<file path="src/rtl/pieo_dequeue_ctrl_pkg.sv">
// Shared PIEO element types plus the dequeue controller's state encoding and
// the eligibility test applied to elements returned by the PIEO list.
package pieo_datatypes;
  localparam int TIME_LOG    = 12;
  localparam int NULL_BUCKET = TIME_LOG - 1;
  localparam int ID_W        = 16;
  localparam int SEND_TIME_W = 8;

  typedef struct packed {
    logic [ID_W-1:0]        id;
    logic [SEND_TIME_W-1:0] send_time;
  } SublistElement;
endpackage

package pieo_dequeue_ctrl_pkg;
  import pieo_datatypes::*;

  typedef enum logic [1:0] {DQ_IDLE, DQ_REQ, DQ_WAIT, DQ_DONE} DeqState_t;

  // Out-of-range and NULL buckets never match a bitmap bit, so they fall out as ineligible.
  function automatic logic elem_eligible(input logic [TIME_LOG-1:0] bitmap,
                                         input SublistElement e);
    logic ok;
    ok = 1'b0;
    for (int b = 0; b < TIME_LOG; b++) begin
      if (b != NULL_BUCKET && int'(e.send_time) == b) ok = bitmap[b];
    end
    return ok;
  endfunction
endpackage

</file>
<file path="src/rtl/pieo_dequeue_ctrl_elem_fifo.sv">
// First-word fall-through FIFO of SublistElement; the head is forced to zero while empty.
module pieo_elem_fifo
  import pieo_datatypes::*;
#(
  parameter int DEPTH = 4,
  localparam int AW = $clog2(DEPTH),
  localparam int CW = AW + 1
) (
  input  logic          clk,
  input  logic          rst,
  input  logic          push,
  input  SublistElement push_elem,
  input  logic          pop,
  output SublistElement head_elem,
  output logic          full,
  output logic          empty,
  output logic [CW-1:0] count
);
  SublistElement mem [DEPTH];
  logic [AW-1:0] wr_ptr;
  logic [AW-1:0] rd_ptr;

  always_ff @(posedge clk or posedge rst) begin
    if (rst) begin
      wr_ptr <= '0;
      rd_ptr <= '0;
      count  <= '0;
    end else begin
      if (push) wr_ptr <= wr_ptr + AW'(1);
      if (pop)  rd_ptr <= rd_ptr + AW'(1);
      count <= count + CW'(push) - CW'(pop);
    end
  end

  always_ff @(posedge clk) begin
    if (push) mem[wr_ptr] <= push_elem;
  end

  assign empty     = (count == '0);
  assign full      = (count == CW'(DEPTH));
  assign head_elem = empty ? '0 : mem[rd_ptr];
endmodule

</file>
<file path="src/rtl/pieo_dequeue_ctrl.sv">
// Per-timeslot dequeue client of the PIEO list: issues up to MAX_DEQ_PER_SLOT
// requests, filters returned elements by the latched bitmap and buffers eligible ones.
module pieo_dequeue_ctrl
  import pieo_datatypes::*;
  import pieo_dequeue_ctrl_pkg::*;
#(
  parameter int MAX_DEQ_PER_SLOT = 2,
  parameter int FIFO_DEPTH       = 4,
  parameter int TIMEOUT_CYC      = 16,
  parameter int CNT_W            = 16
) (
  input  logic                clk,
  input  logic                rst,
  input  logic                slot_tick,
  input  logic [TIME_LOG-1:0] eligible_bitmap,
  input  logic                pieo_ready,
  output logic                pieo_deq_start,
  output logic [TIME_LOG-1:0] pieo_curr_time,
  input  logic                pieo_deq_valid,
  input  SublistElement       pieo_deq_element,
  output logic                out_valid,
  input  logic                out_ready,
  output SublistElement       out_element,
  output logic                slot_done,
  output logic                timeout_err,
  output logic                overrun_err,
  output logic [CNT_W-1:0]    deq_count,
  output logic [CNT_W-1:0]    miss_count
);
  localparam int IW  = $clog2(MAX_DEQ_PER_SLOT + 1);
  localparam int TW  = $clog2(TIMEOUT_CYC + 1);
  localparam int FCW = $clog2(FIFO_DEPTH) + 1;

  DeqState_t      state, state_nx;
  logic [IW-1:0]  issued;
  logic [TW-1:0]  timer;
  logic           fifo_full, fifo_empty;
  logic [FCW-1:0] fifo_count_unused;
  logic           elig, push, pop, miss, timeout_hit;

  assign elig      = elem_eligible(pieo_curr_time, pieo_deq_element);
  assign out_valid = !fifo_empty;
  assign pop       = out_valid && out_ready;

  always_ff @(posedge clk or posedge rst) begin
    if (rst) state <= DQ_IDLE;
    else     state <= state_nx;
  end

  // Issuing only with a free FIFO entry reserves room for the single outstanding response.
  always_comb begin
    state_nx       = state;
    pieo_deq_start = 1'b0;
    slot_done      = 1'b0;
    push           = 1'b0;
    miss           = 1'b0;
    timeout_hit    = 1'b0;
    case (state)
      DQ_IDLE: if (slot_tick) state_nx = DQ_REQ;
      DQ_REQ: begin
        if (pieo_ready && !fifo_full) begin
          pieo_deq_start = 1'b1;
          state_nx       = DQ_WAIT;
        end
      end
      DQ_WAIT: begin
        if (pieo_deq_valid) begin
          if (elig) begin
            push     = 1'b1;
            state_nx = (issued == IW'(MAX_DEQ_PER_SLOT - 1)) ? DQ_DONE : DQ_REQ;
          end else begin
            miss     = 1'b1;
            state_nx = DQ_DONE;
          end
        end else if (timer == TW'(TIMEOUT_CYC - 1)) begin
          timeout_hit = 1'b1;
          state_nx    = DQ_DONE;
        end
      end
      DQ_DONE: begin
        slot_done = 1'b1;
        state_nx  = DQ_IDLE;
      end
      default: state_nx = DQ_IDLE;
    endcase
  end

  always_ff @(posedge clk or posedge rst) begin
    if (rst) begin
      issued         <= '0;
      timer          <= '0;
      pieo_curr_time <= '0;
      timeout_err    <= 1'b0;
      overrun_err    <= 1'b0;
      deq_count      <= '0;
      miss_count     <= '0;
    end else begin
      if (state == DQ_IDLE && slot_tick) begin
        pieo_curr_time <= eligible_bitmap;
        issued         <= '0;
      end
      if (slot_tick && state != DQ_IDLE) overrun_err <= 1'b1;
      if (pieo_deq_start) timer <= '0;
      else if (state == DQ_WAIT && !pieo_deq_valid) timer <= timer + TW'(1);
      if (push) begin
        issued    <= issued + IW'(1);
        deq_count <= deq_count + CNT_W'(1);
      end
      if (miss)        miss_count  <= miss_count + CNT_W'(1);
      if (timeout_hit) timeout_err <= 1'b1;
    end
  end

  pieo_elem_fifo #(.DEPTH(FIFO_DEPTH)) u_fifo (
    .clk       (clk),
    .rst       (rst),
    .push      (push),
    .push_elem (pieo_deq_element),
    .pop       (pop),
    .head_elem (out_element),
    .full      (fifo_full),
    .empty     (fifo_empty),
    .count     (fifo_count_unused)
  );
endmodule

</file>
<file path="config.mk">
export PLATFORM = sky130hd
export DESIGN_NAME = pieo_dequeue_ctrl
export DESIGN_NICKNAME = d
export VERILOG_FILES = /design/src/rtl/pieo_dequeue_ctrl_pkg.sv /design/src/rtl/pieo_dequeue_ctrl_elem_fifo.sv /design/src/rtl/pieo_dequeue_ctrl.sv
export SDC_FILE = /design/constraint.sdc
export NUM_CORES = 1
export LEC_CHECK = 0
export ABC_CLOCK_PERIOD_IN_PS = 3000
export BUFFER_PORTS_ARGS = -buffer_cell sky130_fd_sc_hd__buf_2
export CAP_MARGIN = 5
export CORE_MARGIN = 8
export CORE_UTILIZATION = 40
export DETAILED_ROUTE_END_ITERATION = 10
export SLEW_MARGIN = 20
export SYNTH_ARGS = -nofsm -noshare
export SYNTH_HDL_FRONTEND = slang
export SYNTH_HIERARCHICAL = 1
export SYNTH_SLANG_ARGS = --single-unit
</file>
<file path="constraint.sdc">
create_clock -name clk -period 3 [get_ports clk]
set_input_delay 0.15 -clock clk [delete_from_list [all_inputs] [get_ports clk]]
set_output_delay 0.15 -clock clk [all_outputs]
set_load 0.02 [all_outputs]
</file>
---- Yosys cells after proc, flatten, opt, wreduce, memory -nomap -nowiden ----
Memory sizes are Yosys's and may differ from the RTL's.
Index checks and enable logic that the tools add are counted.
operators by class
  add/subtract/negate cells ............... 8
  $mul .................................... 0
  div/mod/pow operators ................... 0
  magnitude comparators ................... 0
  equal/unequal tests ..................... 19
  shifts and indexed selects .............. 0
  multiplexer cells ....................... 37
  bitwise gates (word level) .............. 0
  reductions and logical operators ........ 15
operators by type and width
  cell                   count
  $add 16x1->16 const B  2
  $eq 8x4->1 const B     4
  $mux 1                 25
  $eq 8x5->1 const B     3
  $mux 24                1
  $eq 8x3->1 const B     2
  $mux 2                 8
  $mux 5                 2
  $eq 8x2->1 const B     1
  $logic_not 8->1        1
  $pmux 2 s4             1
  $add 2x1->2 const B    3
  $reduce_bool 2->1      3
  $add 5x1->5 const B    1
  $eq 5x4->1 const B     1
  $logic_and 1x1->1      5
  $eq 2x1->1 const B     2
  $eq 2x2->1 const B     2
  $ne 2x2->1 const B     2
  $add 3x1->3            1
  $eq 3x3->1 const B     1
  $logic_not 1->1        3
  $logic_not 3->1        1
  $ne 3x3->1 const B     1
  other kinds (3)        3
storage, ports and cells
  flip-flop bits (word level) ............. 62
  bits in latches ......................... 0
  bits in writable memories ............... 96
  memory bits (read-only) ................. 0
  bits of input ports ..................... 42
  output and inout port bits .............. 73
  word-level logic and storage cells ...... 91
  memories kept ........................... 1
memories
  name        depth  bits a word  rd ports  clocked after Yosys merged registers in  wr ports  line                               text
  u_fifo.mem  4      24           1         0                                        1         pieo_dequeue_ctrl_elem_fifo.sv:19  SublistElement mem [DEPTH];

---- Longest topological paths before layout ----
  word-level depth ........................ 17
  depth in mapped cells ................... 10
  depth with buffers taken out ............ 9

---- Hierarchy ----
The synthesis kept the hierarchy.
modules (own cells, without submodules)
  module             instances  cells each  area an instance (um2)  sequential area each (um2)
  pieo_elem_fifo     1          188         4,063.9                 3,057.9
  pieo_dequeue_ctrl  1          229         2,577.5                 1,376.3

---- Worst setup path before layout ----
Ideal clock, no wire load.
  path type ............................... input to register
  from .................................... input pieo_deq_element[7] (netlist name)
  to ...................................... memory u_fifo/mem[0][0] (netlist name) (enable)
  setup time .............................. 0.383 ns
  arrival time ............................ 2.038 ns
  required time ........................... 2.617 ns
  setup slack ............................. 0.579 ns
  stages on the path ...................... 6
  path buffers ............................ 1
  cell sequence ........................... or4_1 > a31oi_1 > o311ai_1 > nor3_1 > buf_2 > and2_1
between the ends
  cells in the longest elaborated chain, start to end .. 17
  elaborated cells between the ends (all ways) .. 27
  those cells by class .................... eq/ne (10); mux (16); reduce/logical (1)
RTL lines
  element                           line                               text
  start: declaration                pieo_dequeue_ctrl.sv:20            input SublistElement pieo_deq_element,
  $logic_not 8->1                   pieo_dequeue_ctrl_pkg.sv:26        if (b != NULL_BUCKET && int'(e.send_time) == b) ok = bitmap[b];
  $mux 1 (10 in a row)              pieo_dequeue_ctrl_pkg.sv:26
  $mux 1 (*)                        pieo_dequeue_ctrl_pkg.sv:26
  $mux 1 (*)                        pieo_dequeue_ctrl.sv:68            if (elig) begin
  $mux 1 (*)                        pieo_dequeue_ctrl.sv:67            if (pieo_deq_valid) begin
  $mux 1 (*)                        pieo_dequeue_ctrl.sv:58            case (state)
  via push                          pieo_dequeue_ctrl.sv:39            logic elig, push, pop, miss, timeout_hit;
  $mux 1 (*)                        pieo_dequeue_ctrl_elem_fifo.sv:36  if (push) mem[wr_ptr] <= push_elem;
  $mux 1 (implied by the code) (*)  pieo_dequeue_ctrl_elem_fifo.sv:36
  end: declaration                  pieo_dequeue_ctrl_elem_fifo.sv:19
The timed path passes the listed nets; every way through them passes the cells marked *.

---- Final worst setup path ----
  from .................................... input pieo_deq_element[7] (netlist name)
  to ...................................... memory u_fifo/mem[0][21] (netlist name) (enable)
between the ends
  cells in the longest elaborated chain, start to end .. 17
  elaborated cells between the ends (all ways) .. 27
  those cells by class .................... eq/ne (10); mux (16); reduce/logical (1)
RTL lines
  element                           line
  $logic_not 8->1                   pieo_dequeue_ctrl_pkg.sv:26
  $mux 1 (10 in a row)              pieo_dequeue_ctrl_pkg.sv:26
  $mux 1 (*)                        pieo_dequeue_ctrl_pkg.sv:26
  $mux 1 (*)                        pieo_dequeue_ctrl.sv:68
  $mux 1 (*)                        pieo_dequeue_ctrl.sv:67
  $mux 1 (*)                        pieo_dequeue_ctrl.sv:58
  $mux 1 (*)                        pieo_dequeue_ctrl_elem_fifo.sv:36
  $mux 1 (implied by the code) (*)  pieo_dequeue_ctrl_elem_fifo.sv:36
Mark *: on every way between the ends. The rest lies on a longest branch, timed or not.

==> insert_results.sql <==
INSERT INTO impl_metrics (metric_group, metric, value, unit) VALUES
('status', 'run_status', 'finished, final reports clean', ''),
('synth', 'ys_ff_latch', '158', ''),
('grt', 'grt.met2_usage', '0.226', ''),
('timing', 'final-hold-violation-count', '0', ''),
('route', 'total_detailed_routing_wirelength', '13.8', 'mm'),
('pwr', 'seq_power_share', '0.402', ''),
('timing', 'final_critical_path_setup_slack', '479', 'ps'),
('worst_hold_path', 'hold_path_class', 'in2reg', ''),
('setup_path', 'cp_slowest_cell', 'or4_1', ''),
('die', 'core.rowCount', '47', ''),
('setup_path', 'timing.critical_path.fanout_max', '24', ''),
('synth', 'top_area_cells_in_the_synthesized_netlist', 'edfxtp_1 43%, dfrtp_1 23%, mux4_2 6.1%, xnor2_1 4.2%, and2_1 2.8%', ''),
('synth', 'yosys.area.top_type', 'edfxtp_1', ''),
('job', 'max_cap_viol_count', '0', ''),
('grt', 'grt_util_met1', '0.168', ''),
('die', 'io_pins', '115', ''),
('die', 'chipHeight', '145', 'µm'),
('synth', 'avgSynthCellArea', '15.9', 'µm²'),
('synth', 'synth_nets', '471', ''),
('timing', 'max_slew_margin', '0.575', ''),
('clock_network', 'insertion_delay', '410', 'ps'),
('timing', 'finClkSkew', '8.87', 'ps'),
('timing', 'grt_setup_unrepaired', 'false', ''),
('synth', 'synth_flop_cell', 'edfxtp_1', ''),
('setup_path', 'critical_path_class', 'in2reg', ''),
('place', 'gp_congestion', '0.741', ''),
('pwr', 'power.combinational.fraction', '0.297', ''),
('grt', 'met3_usage', '0.0407', ''),
('setup_path', 'worst_setup_path_start_kind', 'input pin', ''),
('pwr', 'swShare', '0.317', ''),
('die', 'fp.dieW', '145', 'µm'),
('pwr', 'cellInternalPower', '4620', 'µW'),
('setup_path', 'worstPathRequired', '3070', 'ps'),
('pwr', 'irDropWorstVdd', '0.376', 'mV'),
('timing', 'fmax', '397', 'MHz'),
('setup_path', 'path_cells', 'dlygate4sd3_1 -> buf_2 -> or4_1 -> a31oi_1 -> o311ai_1 -> nor3_2 -> and2_1 -> buf_4', ''),
('setup_path', 'worst_path_largest_cell_delay', '560', 'ps'),
('grt', 'number_of_global_route_vias_before_repair', '4334', ''),
('place', 'place_worst_setup_slack', '570', 'ps'),
('synth', 'async_flop_share', '0.392', ''),
('route', 'drt_drc_violations_left', '0', ''),
('setup_path', 'signal_arrival_time_at_the_worst_endpoint', '2590', 'ps'),
('route', 'route.antenna.remaining_nets', '0', ''),
('grt', 'grt_antenna_before_repair', '1', ''),
('route', 'post_drt_via_cell_ratio', '4.96', ''),
('clock_network', 'ctsLongestPathBuffers', '2', ''),
('setup_path', 'worst_setup_path_end_kind', 'flip-flop', ''),
('synth', 'syn-instance-count', '417', ''),
('route', 'drt_first_iter_violations', '196', ''),
('synth', 'synth.yosys.seq_area_share', '0.668', ''),
('die', 'design.die.area', '0.0210', 'mm²'),
('route', 'per_cell_routed_wire_length', '17.0', 'µm'),
('timing', 'report.final.slew_viol_count', '0', ''),
('place', 'detailedPlacementHpwl', '9.42', 'mm'),
('timing', 'final_min_period_over_clock_period', '0.840', ''),
('timing', 'finalSetupViolCount', '0', ''),
('route', 'num_vias', '4039', ''),
('grt', 'grt-busiest-layer', 'met2', ''),
('route', 'detail_route.first_pass.iterations', '4', ''),
('clock_network', 'cts_inserted_buffers', '17', ''),
('synth', 'synth.yosys.warnings', '6', ''),
('clock_network', 'clock_tree_from_tritoncts', 'built', ''),
('pwr', 'power_density', '807', 'mW/mm²'),
('finish', 'final_layout_size_suffix_gt1_frac', '0.317', ''),
('clock_network', 'path_clk_slew', '60', 'ps'),
('pwr', 'p_clk_frac', '0.300', ''),
('grt', 'overflow_left_after_global_routing', '0', ''),
('finish', 'post-route-util', '0.510', ''),
('finish', 'syn_to_final_growth', '26.1', '%'),
('synth', 'synth_area', '0.00664', 'mm²'),
('pwr', 'power_leakage', '0.00346', 'µW');
layout make-up:
class                      instances  area (µm²)  share of cell area
antenna                            2        5.00            0.000598
clock buffer                      18         429              0.0513
clock inverter                    12         121              0.0145
inverter                          17        63.8             0.00762
multi-input combinational        227        2030               0.243
sequential                       158        4440               0.530
tap                              220         275              0.0329
timing repair buffer             161        1010               0.120
flip-flops by register name, summed over array words and instances (netlist names):
register	cells
timer	5
u_fifo/rd_ptr	2
u_fifo/wr_ptr	2
issued	2
deq_count	16
u_fifo/mem	96
u_fifo/count	3
state	2
timeout_err	1
overrun_err	1
miss_count	16
pieo_curr_time	12
metrics by stage:
step                instances  hold WS (ps)  cell area (µm²)
floorplan                 417         -46.6             6640
global placement          749           131             7480
detailed placement        749           137             7480
CTS                       813          15.8             8370
global route              814          35.7             8370
finish                    815          41.9             8370
worst max-delay path, delay by kind of cell:
kind | cells | cell delay [ps]
AOI/OAI and AO/OA | 2 | 340
and+or+nand+nor | 3 | 1060
buffers and inverters | 3 | 1050
Yosys cell counts, drive strengths merged (2+ instances only):
cell type / number
ha: 11
and3: 14
nand2b: 4
edfxtp: 96
xnor2: 32
and2: 30
buf: 10
o31ai: 2
nand2: 17
nand4: 16
xor2: 6
nor3: 3
dfrtp: 62
inv: 17
nor2: 11
mux2i: 3
nand3: 12
mux4: 24
nor3b: 3
mux2: 12
o21ai: 9
clkbuf: 5
routing by layer:
| metal | share of wire | wire length (µm) |
|---|---|---|
| met1 | 0.43 | 5920 |
| met2 | 0.49 | 6760 |
| met3 | 0.064 | 890 |
| met4 | 0.019 | 263 |
| met5 | 0 | 0 |
placed cells by master (no fill, tap or decap), types with 13 or more instances in the layout:
cell type,synthesis,layout
nand2_1,17,17
xnor2_1,32,32
buf_2,5,114
dfrtp_1,62,61
buf_4,1,13
mux4_2,18,18
inv_1,17,16
and2_1,30,30
clkbuf_16,0,17
edfxtp_1,96,96
nand4_1,16,16
and3_1,14,14
dlygate4sd3_1,0,34
path summary, 6_finish.rpt:
path,to,slack (ps),startpoint,cells past startpoint
worst max-delay path,u_fifo/mem[0][21],480,pieo_deq_element[7],8
worst min-delay path,u_fifo/mem[0][3],40,pieo_deq_element[3],1
worst max register to register,u_fifo/count[2],820,u_fifo/count[1],9
worst min register to register,timeout_err,460,timeout_err,1
max in group asynchronous,pieo_curr_time[10],1970,rst,4
min in group asynchronous,u_fifo/rd_ptr[1],240,rst,3
power groups by stage:
stage	logic (µW)	clock network, µW	registers (µW)
3_5_place_dp	2020	0	2760
6_report	2010	2030	2720
3_3_place_gp	1980	0	2760
2_1_floorplan	1370	0	2800
4_1_cts	2060	2080	2720
5_1_grt	2190	2180	2750
cell families (layout without fill, tap and decap cells):
family / count (synthesis) / count (layout) / synth area share
xor+xnor: 38 / 38 / 0.0501
fa+ha+maj: 12 / 12 / 0.0237
buf+inv: 32 / 208 / 0.0268
mux: 39 / 39 / 0.110
other cells: 0 / 2 / 0
flops: 158 / 158 / 0.668
compound gates: 20 / 20 / 0.0192
simple gates: 118 / 118 / 0.103
timing repair:
| action | 4_1_cts | 5_1_grt |
|---|---|---|
| endpoints found under the hold margin | 121 | 0 |
| buffers inserted | 0 | 0 |
| hold buffers | 34 | 0 |
| endpoints found under the setup margin | 0 | 0 |
(Power assumes the default switching activity.)
